$ cat src/rtl/ac_match_ctrl.sv
// Aho-Corasick output-state detector: sequential scan of a loadable state table, one compare/cycle.
// Optional saturating hit counter (CNT_CLR / HIT_CNT) enabled by defining MATCH_CNT_EN.
module ac_match_ctrl #(
  parameter int unsigned StateW = 8,
  parameter int unsigned Depth  = 32,
  parameter int unsigned PosW   = 16,
  localparam int unsigned AddrW = $clog2(Depth),
  localparam int unsigned LimW  = AddrW + 1
) (
  input  logic              clk_i,
  input  logic              rst_ni,
  input  logic              en_i,
  input  logic              in_valid_i,
  output logic              in_rdy_o,
  input  logic [StateW-1:0] in_state_i,
  input  logic              cfg_we_i,
  input  logic [AddrW-1:0]  cfg_addr_i,
  input  logic [StateW-1:0] cfg_data_i,
  input  logic [LimW-1:0]   cfg_num_i,
  output logic              out_valid_o,
  input  logic              out_rdy_i,
  output logic              out_hit_o,
  output logic [AddrW-1:0]  out_idx_o,
  output logic [PosW-1:0]   out_pos_o,
`ifdef MATCH_CNT_EN
  input  logic              cnt_clr_i,
  output logic [15:0]       hit_cnt_o,
`endif
  output logic              busy_o
);

  typedef enum logic [1:0] {StIdle, StScan, StReport} state_e;

  state_e              state_q;
  logic [StateW-1:0]   tab_q [Depth];
  logic [StateW-1:0]   key_q;
  logic [LimW-1:0]     limit_q;
  logic [AddrW-1:0]    idx_q;
  logic [PosW-1:0]     pos_q;
  logic                out_valid_q;
  logic                out_hit_q;
  logic [AddrW-1:0]    out_idx_q;
  logic [PosW-1:0]     out_pos_q;

  logic                accept;
  logic [LimW-1:0]     limit_clamped;
  logic [StateW-1:0]   entry;
  logic                entry_hit;
  logic                last_entry;

  assign accept        = (state_q == StIdle) && en_i && in_valid_i;
  assign limit_clamped = (cfg_num_i > LimW'(Depth)) ? LimW'(Depth) : cfg_num_i;
  assign entry         = tab_q[idx_q];
  // All-ones entries mark unused slots and must never report a hit.
  assign entry_hit     = (entry == key_q) && (entry != {StateW{1'b1}});
  assign last_entry    = ({1'b0, idx_q} == (limit_q - LimW'(1)));

  always_ff @(posedge clk_i or negedge rst_ni) begin
    if (!rst_ni) begin
      state_q     <= StIdle;
      key_q       <= '0;
      limit_q     <= '0;
      idx_q       <= '0;
      pos_q       <= '0;
      out_valid_q <= 1'b0;
      out_hit_q   <= 1'b0;
      out_idx_q   <= '0;
      out_pos_q   <= '0;
      for (int i = 0; i < int'(Depth); i++) begin
        tab_q[i] <= '1;
      end
    end else begin
      unique case (state_q)
        StIdle: begin
          if (cfg_we_i) begin
            tab_q[cfg_addr_i] <= cfg_data_i;
          end
          if (accept) begin
            key_q     <= in_state_i;
            limit_q   <= limit_clamped;
            out_pos_q <= pos_q;
            pos_q     <= pos_q + PosW'(1);
            idx_q     <= '0;
            out_hit_q <= 1'b0;
            out_idx_q <= '0;
            if (limit_clamped == '0) begin
              state_q     <= StReport;
              out_valid_q <= 1'b1;
            end else begin
              state_q <= StScan;
            end
          end
        end
        StScan: begin
          if (entry_hit) begin
            out_hit_q   <= 1'b1;
            out_idx_q   <= idx_q;
            state_q     <= StReport;
            out_valid_q <= 1'b1;
          end else if (last_entry) begin
            state_q     <= StReport;
            out_valid_q <= 1'b1;
          end else begin
            idx_q <= idx_q + AddrW'(1);
          end
        end
        StReport: begin
          if (out_rdy_i) begin
            state_q     <= StIdle;
            out_valid_q <= 1'b0;
          end
        end
        default: state_q <= StIdle;
      endcase
    end
  end

  assign in_rdy_o    = (state_q == StIdle) && en_i;
  assign busy_o      = (state_q != StIdle);
  assign out_valid_o = out_valid_q;
  assign out_hit_o   = out_hit_q;
  assign out_idx_o   = out_idx_q;
  assign out_pos_o   = out_pos_q;

`ifdef MATCH_CNT_EN
  logic [15:0] hit_cnt_q;

  // Clear takes priority over a coincident hit handshake.
  always_ff @(posedge clk_i or negedge rst_ni) begin
    if (!rst_ni) begin
      hit_cnt_q <= '0;
    end else if (cnt_clr_i) begin
      hit_cnt_q <= '0;
    end else if (out_valid_q && out_rdy_i && out_hit_q && (hit_cnt_q != 16'hFFFF)) begin
      hit_cnt_q <= hit_cnt_q + 16'd1;
    end
  end

  assign hit_cnt_o = hit_cnt_q;
`endif

endmodule
$ cat config.mk
export PLATFORM = sky130hd
export DESIGN_NAME = ac_match_ctrl
export DESIGN_NICKNAME = d
export VERILOG_FILES = /design/src/rtl/ac_match_ctrl.sv
export SDC_FILE = /design/constraint.sdc
export NUM_CORES = 1
export LEC_CHECK = 0
export ABC_CLOCK_PERIOD_IN_PS = 3900
export CAP_MARGIN = 0
export CORE_ASPECT_RATIO = 0.5
export CORE_UTILIZATION = 61
export CTS_BUF_LIST = sky130_fd_sc_hd__clkbuf_16
export CTS_CLUSTER_SIZE = 28
export DETAILED_ROUTE_END_ITERATION = 10
export GPL_TIMING_DRIVEN = 0
export PLACE_DENSITY = 0.89
export SKIP_LAST_GASP = 1
export SYNTH_ARGS = -nofsm -noshare
export SYNTH_HDL_FRONTEND = slang
export SYNTH_SLANG_ARGS = --single-unit
$ cat constraint.sdc
create_clock -name clk_i -period 3.9 [get_ports clk_i]
set_input_delay 0.78 -clock clk_i [delete_from_list [all_inputs] [get_ports clk_i]]
set_output_delay 0.78 -clock clk_i [all_outputs]
set_load 0.01 [all_outputs]
==> out/qor.yml <==
status: "complete, no violations"
synthesis.area_um2: 15000
fin_hold_ws_ns: 0.150
synthArstFlopShare_pct: 100
drt-vias-per-instance: 6.49
p_leak_nw: 7.12
syn_inst: 1095
overflow: 0
setup_viol_count_final: 0
cts_tree: "yes"
clock_sinks: 316
synth_nets: 1131
grt_max_degree: 135
synth_most_common_cell: "mux2_2"
clk_pin_slew_ns: 0.07
utilization_pct: 70.6
dp_hpwl_um: 26900
synth_ff_type: "dfstp_2"
cts_hold_buf: 0
numCtsBuffers: 28
stdcell_area_um2: 17000
timing.reg2reg.setup_slack_ns: 0.08
ys_seq_elements: 316
period_share_pct: 97.9
drc_errors: 0
areaGrowthSynthToFinish_pct: 13.0
hold_viol: 0
fp.dieW_um: 224
relSlewSlack_pct: 31.1
grt_pass1_wl_um: 61600
rsz0062_at_grt: "false"
placed_cells: 1490
synth-edff-count: 0
synth_cell_types: 58
cts_setup_buffers: 0
yosysTopAreaCell: "dfstp_2"
slew_violations: 0
coreArea_um2: 24100
cp.required_ns: 4.33
wirelength_um: 40500
fmax_ghz: 0.262
grt_usage_pct: 32.6
rows: 40
ant_nets: 0
final_nets: 1219
worstMarginPinSlew_ns: 1.03
finClkSkew_ns: 0.0120
setup.worst_path.start_class: "flip-flop"
fin_cells: 1541
cts_resized: 0
peakVddDrop_uv: 407
synth-warning-count: 0
p_per_area_nw_per_um2: 685
p_total_mw: 11.6
syn_avg_cell_area_um2: 13.7
hp-class: "in -> async"
first_pass_iters: 6
crit_path_end_kind: "flip-flop"
wl_per_cell_um: 26.3
synth-seq-area-share_pct: 54.7
io_buffers: 57
ys_top_cells_by_count: "257 x mux2_2, 256 x dfstp_2, 128 x nand2_1"
place_area_um2: 16100
first_global_vias: 10252
clkLatencyLatePin_ns: 0.55
fp.dieArea_um2: 25300
start_util_pct: 62.5
worstPathArrival_ns: 4.24
antenna_found_initial: 2
drive_gt1_share_pct: 50.2
die_h_um: 113
fin_crit_ns: 3.82
clock_path_buffers: 3
vias: 10003
crit_fanout: 10
yosys-top-cells-area: "dfstp_2 45%, mux2_2 19%, dfrtp_1 10%"
drt_iter0_markers: 1138
synth.top_cell.area_share_pct: 44.7
place_congestion: 0.995
path_class: "reg -> reg"
drv_cap: 0
io_pins: 58
htreeDepth: 1
clockRootBuffer: "clkbuf_16"
## sequential cells by signal (all words and copies together) (netlist names)
register and flops:
idx_q 5, key_q 8, limit_q 6, out_hit_o 1
out_idx_o 5, out_pos_o 16, out_valid_o 1, pos_q 16
state_q 2, tab_q 256
## final cells by class
| class | instances | area (um^2) |
|---|---|---|
| inverters | 4 | 15.0 |
| clock buffers | 29 | 726 |
| flip-flops and latches | 316 | 8230 |
| diodes | 1 | 2.50 |
| clock inverters | 22 | 180 |
| multi-input cells | 701 | 6370 |
| repair buffers | 59 | 631 |
| plain buffers | 73 | 430 |
| well taps | 336 | 420 |
| fillers | 1455 | 7070 |
## per-layer routing
metal  global-route usage [%]  routed length (um)
met1                     44.8               16500
met5                        0                   0
met3                     6.18                3480
met4                     12.5                1510
met2                     52.3               19100
## metrics by stage
stage	setup TNS, ns	setup WS, ns
after floorplan	0	1.11
after global placement	-2199.26	-9.91
after detailed placement	0	0.166
after CTS	0	0.0784
after global routing	0	0.0251
final	0	0.0837
## kinds of logic after synthesis
group	Yosys count	share of synthesized area, %
compound gates	80	3.81
fa+ha+maj	3	0.250
xor+xnor	28	1.63
flops	316	54.7
simple gates	238	7.47
buf+inv	78	2.97
mux	352	29.2
## critical path: stages (launching register included)
cell	delay (ns)
dfrtp_1	0.47
buf_2	0.26
nand3b_1	0.45
clkbuf_1	0.41
o221ai_1	0.35
a21oi_1	0.13
a22oi_1	0.39
nand2_1	0.11
o41a_1	0.41
nand3b_1	0.19
buf_2	0.24
nand2_1	0.08
a32o_1	0.20
## cells in the final DEF, fill, tap and decap left out, types with 8 or more instances in the layout
cell,synthesis,final
mux4_2,20,20
dfrtp_1,60,60
nand3b_1,10,10
nand3_1,16,16
nand4_1,12,12
dfstp_2,256,256
inv_1,4,10
o221ai_1,8,8
nor2_1,31,31
clkbuf_16,0,29
mux2i_1,57,57
buf_12,8,8
a21oi_1,14,14
o22ai_1,8,8
o21ai_0,10,10
clkdlybuf4s50_1,0,56
nand2_1,128,128
xnor2_1,17,17
xor2_1,11,11
clkbuf_1,55,54
mux2_2,257,257
mux4_1,18,18
## worst paths after layout
path,to,start,cells after the start
max,idx_q[1]$_DFFE_PN0P_,idx_q[1]$_DFFE_PN0P_,12
min,out_pos_o[13]$_DFFE_PN0P_,rst_ni,1
max reg2reg,idx_q[1]$_DFFE_PN0P_,idx_q[1]$_DFFE_PN0P_,12
min reg2reg,out_pos_o[3]$_DFFE_PN0P_,out_pos_o[3]$_DFFE_PN0P_,2
max in group asynchronous,tab_q[120]$_DFFE_PN1P_,rst_ni,2
min in group clk_i,out_pos_o[3]$_DFFE_PN0P_,out_pos_o[3]$_DFFE_PN0P_,2
## where the power goes
group	total [mW]	internal, mW	switching (mW)
Clock	2.76	1.54	1.22
Sequential	5.15	4.61	0.544
Combinational	3.74	1.82	1.92
Total	11.6	7.96	3.69
(Power assumes the default switching activity.)
